==> src/rtl/if_fetch_unit.sv <==
// Instruction-fetch stage: owns the PC, runs a single-outstanding
// request/response handshake with instruction memory and presents the
// fetched instruction to the IF/ID register.
module if_fetch_unit #(
    parameter logic [31:0] RESET_PC  = 32'h0000_0000,
    parameter logic [31:0] NOP_INSTR = 32'h0000_0013
) (
    input  logic        clk,
    input  logic        rst,
    input  logic        stallF,
    input  logic        redirect_valid,
    input  logic [31:0] redirect_pc,
    output logic        imem_req,
    output logic [31:0] imem_addr,
    input  logic        imem_gnt,
    input  logic        imem_rvalid,
    input  logic [31:0] imem_rdata,
    output logic [31:0] instrF,
    output logic [31:0] PCF,
    output logic [31:0] PCplus4F,
    output logic        fetch_valid,
    output logic        bubble_req
);

    // REQ: request pending, WAIT: granted awaiting data, HOLD: instruction
    // held for ID, KILL: draining a response that belongs to a dropped fetch.
    typedef enum logic [1:0] {
        S_REQ  = 2'd0,
        S_WAIT = 2'd1,
        S_HOLD = 2'd2,
        S_KILL = 2'd3
    } state_t;

    state_t      state, state_n;
    logic [31:0] pc, pc_n;
    logic [31:0] instr_buf, instr_buf_n;
    logic [31:0] target;

    assign target = {redirect_pc[31:2], 2'b00};

    // State, PC and instruction buffer registers with synchronous reset.
    always_ff @(posedge clk) begin
        if (rst) begin
            state     <= S_REQ;
            pc        <= RESET_PC;
            instr_buf <= NOP_INSTR;
        end else begin
            state     <= state_n;
            pc        <= pc_n;
            instr_buf <= instr_buf_n;
        end
    end

    // Next-state logic: redirect has priority over stall and handshake.
    always_comb begin
        state_n     = state;
        pc_n        = pc;
        instr_buf_n = instr_buf;
        case (state)
            S_REQ: begin
                if (redirect_valid) begin
                    pc_n    = target;
                    state_n = imem_gnt ? S_KILL : S_REQ;
                end else if (imem_gnt) begin
                    state_n = S_WAIT;
                end
            end
            S_WAIT: begin
                if (redirect_valid) begin
                    pc_n    = target;
                    state_n = imem_rvalid ? S_REQ : S_KILL;
                end else if (imem_rvalid) begin
                    instr_buf_n = imem_rdata;
                    state_n     = S_HOLD;
                end
            end
            S_HOLD: begin
                if (redirect_valid) begin
                    pc_n        = target;
                    instr_buf_n = NOP_INSTR;
                    state_n     = S_REQ;
                end else if (!stallF) begin
                    pc_n    = pc + 32'd4;
                    state_n = S_REQ;
                end
            end
            S_KILL: begin
                if (redirect_valid) begin
                    pc_n = target;
                end
                if (imem_rvalid) begin
                    state_n = S_REQ;
                end
            end
            default: state_n = S_REQ;
        endcase
    end

    // Output decode from registered state.
    always_comb begin
        imem_req    = (state == S_REQ) && !rst;
        imem_addr   = pc;
        fetch_valid = (state == S_HOLD);
        bubble_req  = !fetch_valid;
        instrF      = fetch_valid ? instr_buf : NOP_INSTR;
        PCF         = pc;
        PCplus4F    = pc + 32'd4;
    end

endmodule

==> config.mk <==
export PLATFORM = sky130hd
export DESIGN_NAME = if_fetch_unit
export DESIGN_NICKNAME = d
export VERILOG_FILES = /design/src/rtl/if_fetch_unit.sv
export SDC_FILE = /design/constraint.sdc
export NUM_CORES = 1
export LEC_CHECK = 0
export CAP_MARGIN = 40
export CORE_MARGIN = 2
export CORE_UTILIZATION = 40
export CTS_CLUSTER_SIZE = 14
export DETAILED_ROUTE_END_ITERATION = 12
export GPL_TIMING_DRIVEN = 0
export PLACE_DENSITY = 0.9
export SETUP_SLACK_MARGIN = 0.2
export SYNTH_ARGS = -nofsm -noshare
export SYNTH_HDL_FRONTEND = slang
export SYNTH_SLANG_ARGS = --single-unit
export TNS_END_PERCENT = 20
==> constraint.sdc <==
create_clock -name clk -period 5.5 [get_ports clk]
set_input_delay 0.825 -clock clk [delete_from_list [all_inputs] [get_ports clk]]
set_output_delay 0.825 -clock clk [all_outputs]
set_load 0.05 [all_outputs]
==> results.sh, run 1 <==
export IMPL_status="complete, no violations"
export IMPL_synth_edf_count=0
export IMPL_max_clock_path_buffers=2
export IMPL_cts_tree="yes"
export IMPL_chipHeight_um=103.9
export IMPL_die_x_um=103.9
export IMPL_clkTransAtPathRegs_ps=80
export IMPL_coreArea_mm2=0.009729
export IMPL_drc=0
export IMPL_fill_cells=833
export IMPL_final_util=0.6498
export IMPL_grt_pass1_wl_um=22180
export IMPL_setup_viol_count_final=0
export IMPL_powerDensity_mw_per_mm2=227.4
export IMPL_dp_cells=846
export IMPL_drv_cap=0
export IMPL_ys_ff_latch=64
export IMPL_post_cts_resized=0
export IMPL_grt_setup_unrepaired="false"
export IMPL_cts_sinks=64
export IMPL_holdPathStages=2
export IMPL_first_pass_iters=5
export IMPL_cp_arrival_ps=3500
export IMPL_p_total_mw=1.438
export IMPL_worstMarginPinSlew_ps=639.0
export IMPL_rows=36
export IMPL_viasPerCell=5.270
export IMPL_fin_crit_sh=0.7856
export IMPL_grt_total_usage=0.2480
export IMPL_critPathRequiredTime_ps=4680
export IMPL_vias=4543
export IMPL_numCtsBuffers=9
export IMPL_post_cts_buffers=0
export IMPL_synth_ff_type="dfxtp_1"
export IMPL_hold_viol=0
export IMPL_place_congestion=0.8753
export IMPL_antenna_left=0
export IMPL_path_class="flop to output port"
export IMPL_cts_root_buffer="clkbuf_8"
export IMPL_hold_path_class="flop to flop"
export IMPL_antenna_found_initial=0
export IMPL_instances_no_fill=862
export IMPL_r2r_cells=6
export IMPL_gr_total_overflow=0
export IMPL_syn_area_per_cell_um2=7.748
export IMPL_slew_headroom=0.5701
export IMPL_ir_worst_vdd_uv=120.3
export IMPL_synthesis_area_mm2=0.003990
export IMPL_holdBufCountCts=0
export IMPL_fin_crit_ps=4321
export IMPL_slew_violations=0
export IMPL_avgRoutedWirePerCell_um=15.97
export IMPL_wl_um=13760
export IMPL_n_antenna_cell=0
export IMPL_h_tree_depth=3
export IMPL_grt_pass1_vias=4557
export IMPL_die_area_mm2=0.01079
export IMPL_fmax_ghz=0.2314
export IMPL_dp_hpwl_um=10580
export IMPL_nNetsFinal=795
export IMPL_skew_ps=13.08
export IMPL_leakagePower_nw=2.312
export IMPL_ys_async_sr_fraction=0
export IMPL_io_buffers=192
export IMPL_crit_path_end_kind="output port"
export IMPL_synth_cells=515
export IMPL_tns_ps=0
export IMPL_drive_gt1_frac=0.08230
export IMPL_grt_start_max_net_pins=13
export IMPL_clock_latency_ps=340
export IMPL_first_iter_violations=241
export IMPL_start_util=0.4101
export IMPL_yosys_warnings=0
export IMPL_synth_seq_area_share=0.3211
export IMPL_syn2layout_area_growth_pct=58.45
export IMPL_critPathLaunchType="flop"
export IMPL_ys_types=43
export IMPL_io_pin_count=201
export IMPL_path_max_fanout=10
==> state kept, by name (all words and copies together) (netlist names) <==
register and cells:
PCF 30, instr_buf 32, state 2
==> where the power goes <==
part | internal [mW] | switching (mW)
clock network | 0.256 | 0.200
logic | 0.181 | 0.287
registers | 0.484 | 0.0301
total | 0.921 | 0.517
==> critical path, stage by stage, from the launching register on <==
cell             delay [ps]
dfxtp_1                 450
ha_1                    270
nand3_1                 320
nor2_1                  410
clkbuf_1                430
nand4_1                 190
xnor2_1                 240
clkdlybuf4s50_1         850
==> area by class of cell <==
cell class	instances	area (µm²)	share of cell area
buffer	82	446.7	0.07065
clock buffer	9	123.9	0.01959
clock inverter	7	96.34	0.01524
inverter	15	56.30	0.008906
multi-input combinational	359	2225	0.3519
sequential	64	1281	0.2027
tap	133	166.4	0.02632
timing repair buffer	193	1927	0.3048
==> cells in the final DEF (no fill, tap or decap), types with 15 or more instances in the layout <==
| cell type | count |
|---|---|
| clkdlybuf4s50_1 | 192 |
| dfxtp_1 | 64 |
| nor2_1 | 58 |
| clkbuf_1 | 37 |
| buf_4 | 36 |
| and2_1 | 30 |
| a22oi_1 | 29 |
| xnor2_1 | 25 |
| nand2_1 | 21 |
| nand3_1 | 17 |
| nand4_1 | 17 |
| nor3_1 | 15 |
| inv_1 | 15 |
==> synth_stat cells, types with 2 or more instances <==
cell	number	area (µm²)
a221oi_1	3	26.28
and4_1	9	78.83
nor2b_1	6	37.54
o21ai_0	9	45.04
o31ai_1	6	45.04
a21o_1	2	15.01
or4_1	3	22.52
clkbuf_1	37	138.9
nand3_1	17	85.08
and2_1	30	187.7
a311oi_1	10	87.58
or2_2	2	12.51
and3_1	8	50.05
buf_4	36	270.3
a2111oi_0	3	26.28
buf_1	6	22.52
a21oi_1	13	65.06
nand3b_1	4	30.03
nand2b_1	8	50.05
xnor2_1	25	219.0
o22ai_1	3	18.77
inv_1	15	56.30
nor3_1	15	75.07
dfxtp_1	64	1281
nand2_1	21	78.83
or3_1	6	37.54
nand4_1	17	106.4
nor2_1	58	217.7
nor4_1	13	81.33
buf_2	3	15.01
a311o_1	2	20.02
xor2_1	12	105.1
a211oi_1	11	82.58
a22oi_1	29	217.7
==> final timing paths <==
check / from / endpoint / slack [ps]
worst max-delay path: PCF[2] / PCplus4F[26] / 1180
worst min-delay path: instr_buf[29] / instr_buf[29] / 500
worst max register to register: PCF[2] / PCF[16] / 3010
worst min register to register: instr_buf[29] / instr_buf[29] / 500
==> routing by layer <==
| layer | GRT usage | up-vias | wire length, µm |
|---|---|---|---|
| met2 | 0.4483 | 211 | 6825 |
| met1 | 0.2781 | 2106 | 5489 |
| met4 | 0.08977 | 0 | 343 |
| li1 | - | 2200 | - |
| met5 | 0 | - | 0 |
| met3 | 0.06767 | 26 | 1105 |
==> through the flow <==
stage          hold slack [ps]  area (µm²)  setup WS (ps)
6_report                 495.4        6322           1179
5_1_grt                  515.7        6322          953.2
4_1_cts                  492.8        6322           1215
3_5_place_dp             469.3        6102           1600
3_3_place_gp             452.9        6097           1637
2_1_floorplan            436.4        4009           1847
==> cell families (layout without fill, tap and decap cells) <==
| kind of cell | count (synthesis) | after routing | synth area share |
|---|---|---|---|
| AND/OR/NAND/NOR | 222 | 222 | 0.3001 |
| buffers and inverters | 97 | 306 | 0.1261 |
| AO/OA/AOI/OAI | 93 | 93 | 0.1675 |
| flip-flops | 64 | 64 | 0.3211 |
| XOR/XNOR | 37 | 37 | 0.08122 |
| adder cells (fa/ha/maj) | 1 | 1 | 0.003135 |
| other | 1 | 6 | 0.0009398 |
Note: power is estimated with default switching activity, not from simulation.
==> inputs of run 2 (changes only) <==
==> constraint.sdc (replaced) <==
create_clock -name clk -period 4.11 [get_ports clk]
set_input_delay 0.6165 -clock clk [delete_from_list [all_inputs] [get_ports clk]]
set_output_delay 0.6165 -clock clk [all_outputs]
set_load 0.05 [all_outputs]
==> run 2 against run 1 <==
Final cell count is the same. Total power rose by 34%. Clock-buffer cell count unchanged. Clock power is 34% higher. Die area stayed put. Design area up 0.46%. Register-to-register slack worse by 1400 ps. Clock skew shrank 2.9 ps.
==> results.sh, run 2 (synthesis gave the netlist of run 1 again) <==
export IMPL_nNetsFinal=795
export IMPL_numCtsBuffers=9
export IMPL_status="complete, no violations"
export IMPL_critPathSlowestCell="clkdlybuf4s50_1"
export IMPL_regMostFlops="instr_buf"
export IMPL_critPathRequiredTime_ps=3490
export IMPL_slew_violations=0
export IMPL_holdPathEnd="instr_buf[29]"
export IMPL_final_cell_mix="clkdlybuf4s50_1, dfxtp_1, nor2_1"
export IMPL_rows=36
export IMPL_antenna_left=0
export IMPL_grt_setup_unrepaired="true"
export IMPL_h_tree_depth=3
export IMPL_r2r_cells=6
export IMPL_fill_cells=831
export IMPL_min_from="instr_buf[29]"
export IMPL_multi_input_area_mm2=0.002225
export IMPL_largest_reg_flops=32
export IMPL_cts_root_buffer="clkbuf_8"
export IMPL_clock_latency_ps=340
export IMPL_fin_crit_ps=3935
export IMPL_clkTransAtPathRegs_ps=80
export IMPL_slew_headroom=0.5468
export IMPL_syn2layout_area_growth_pct=59.17
export IMPL_register_area_mm2=0.001281
export IMPL_fin_ws_ps=175.4
export IMPL_r2r_slack_ps=1620
export IMPL_first_iter_violations=221
export IMPL_antenna_found_initial=0
export IMPL_cts_sinks=64
export IMPL_grt_total_usage=0.2480
export IMPL_max_stage_delay_ps=820
export IMPL_gr_total_overflow=0
export IMPL_skew_ps=10.16
export IMPL_crit_path_end_kind="output port"
export IMPL_cts_tree="yes"
export IMPL_fin_crit_sh=0.9573
export IMPL_fin_area_mm2=0.006351
export IMPL_tns_ps=0
export IMPL_viasPerCell=5.343
export IMPL_vias=4606
export IMPL_die_area_mm2=0.01079
export IMPL_setup_viol_count_final=0
export IMPL_dpl_worst_slack_ps=418.2
export IMPL_ir_worst_vdd_uv=161.0
export IMPL_r2r_end="PCF[16]"
export IMPL_post_cts_buffers=0
export IMPL_cp_cell_sequence="clkbuf_1 > nand3_1 > nor3_1 > clkbuf_1 > nand4_1 > xnor2_1 > clkdlybuf4s50_1"
export IMPL_grt_pass1_vias=4557
export IMPL_io_pin_count=201
export IMPL_cp_arrival_ps=3320
export IMPL_hold_viol=0
export IMPL_drc=0
export IMPL_coreArea_mm2=0.009729
export IMPL_start_util=0.4101
export IMPL_cpMostUsedCell="clkbuf_1"
export IMPL_hold_path_class="flop to flop"
export IMPL_place_congestion=0.8753
export IMPL_path_max_fanout=10
export IMPL_drv_cap=0
export IMPL_max_clock_path_buffers=2
export IMPL_hold_slack_ps=496.1
export IMPL_fmax_ghz=0.2542
export IMPL_dp_hpwl_um=10580
export IMPL_worstMarginPinSlew_ps=673.6
export IMPL_powerDensity_mw_per_mm2=302.8
export IMPL_r2r_start="PCF[2]"
export IMPL_grt_start_max_net_pins=13
export IMPL_grt_pass1_wl_um=22180
export IMPL_leakagePower_nw=2.509
export IMPL_n_antenna_cell=0
export IMPL_drive_gt1_frac=0.08505
export IMPL_chipHeight_um=103.9
export IMPL_holdPathStages=2
export IMPL_die_x_um=103.9
export IMPL_critPathLaunchType="flop"
export IMPL_path_class="flop to output port"
export IMPL_layout_commonest_cell="clkdlybuf4s50_1"
export IMPL_wl_um=13820
export IMPL_placed_area_mm2=0.006102
export IMPL_io_buffers=192
export IMPL_avgRoutedWirePerCell_um=16.03
export IMPL_first_pass_iters=5
==> run 2: worst max path at each step <==
stage | from | to
after global placement | PCF[2] | PCplus4F[26]
after global routing | PCF[6] | PCplus4F[23]
after CTS | PCF[2] | PCplus4F[24]
after detailed placement | PCF[2] | PCplus4F[26]
after floorplan | PCF[3] | PCplus4F[22]
final | PCF[6] | PCplus4F[23]
==> run 2: repair_timing <==
| item | 4_1_cts | 5_1_grt |
|---|---|---|
| endpoints found under the setup margin | 8 | 18 |
| resized for setup | 1 | 17 |
| hold buffers | 0 | 0 |
==> run 2: metrics by stage <==
stage	total power, mW	util	instances
after floorplan	1.090	-	520
after global placement	1.313	0.6267	845
after detailed placement	1.327	0.6272	846
after CTS	1.929	0.6497	862
after global routing	1.994	0.6528	862
final	1.923	0.6528	862
==> run 2: cell type report <==
cell class                      instances  share of cell area
Multi-Input combinational cell        359              0.3503
Buffer                                 82             0.07053
Clock inverter                          7             0.01517
Tap cell                              133             0.02620
Clock buffer                            9             0.01950
Timing Repair Buffer                  193              0.3077
Inverter                               15            0.008865
Sequential cell                        64              0.2017
==> run 2: critical path: cells and delay by family (launching register included) <==
family                    cells  cell delay [ps]
buffers and inverters         3             1570
and+or+nand+nor               3              890
xor gates and xnor gates      1              160
DFF                           1              350
==> run 2: report_power, final <==
group          switching (mW)  internal, mW  total [mW]
Combinational           0.384         0.241       0.625
Clock                   0.268         0.343       0.610
Sequential             0.0401         0.648       0.688
==> run 2: layer usage <==
layer,wire length [µm],track usage,vias to the layer above,share of wire
met5,0,0,-,0
met4,359,0.08977,0,0.026
met3,1185,0.06767,27,0.086
met2,6813,0.4483,238,0.49
met1,5461,0.2781,2138,0.40
li1,-,-,2203,-
==> inputs of run 3 (changes only) <==
--- a/config.mk
+++ b/config.mk
@@ -8,6 +8,7 @@
 export CAP_MARGIN = 40
 export CORE_MARGIN = 2
 export CORE_UTILIZATION = 40
+export CTS_BUF_LIST = sky130_fd_sc_hd__clkbuf_8 sky130_fd_sc_hd__clkbuf_16
 export CTS_CLUSTER_SIZE = 14
 export DETAILED_ROUTE_END_ITERATION = 12
 export GPL_TIMING_DRIVEN = 0
==> results of run 3 <==
The final DEF is identical to that of run 2; final timing and power are the same.
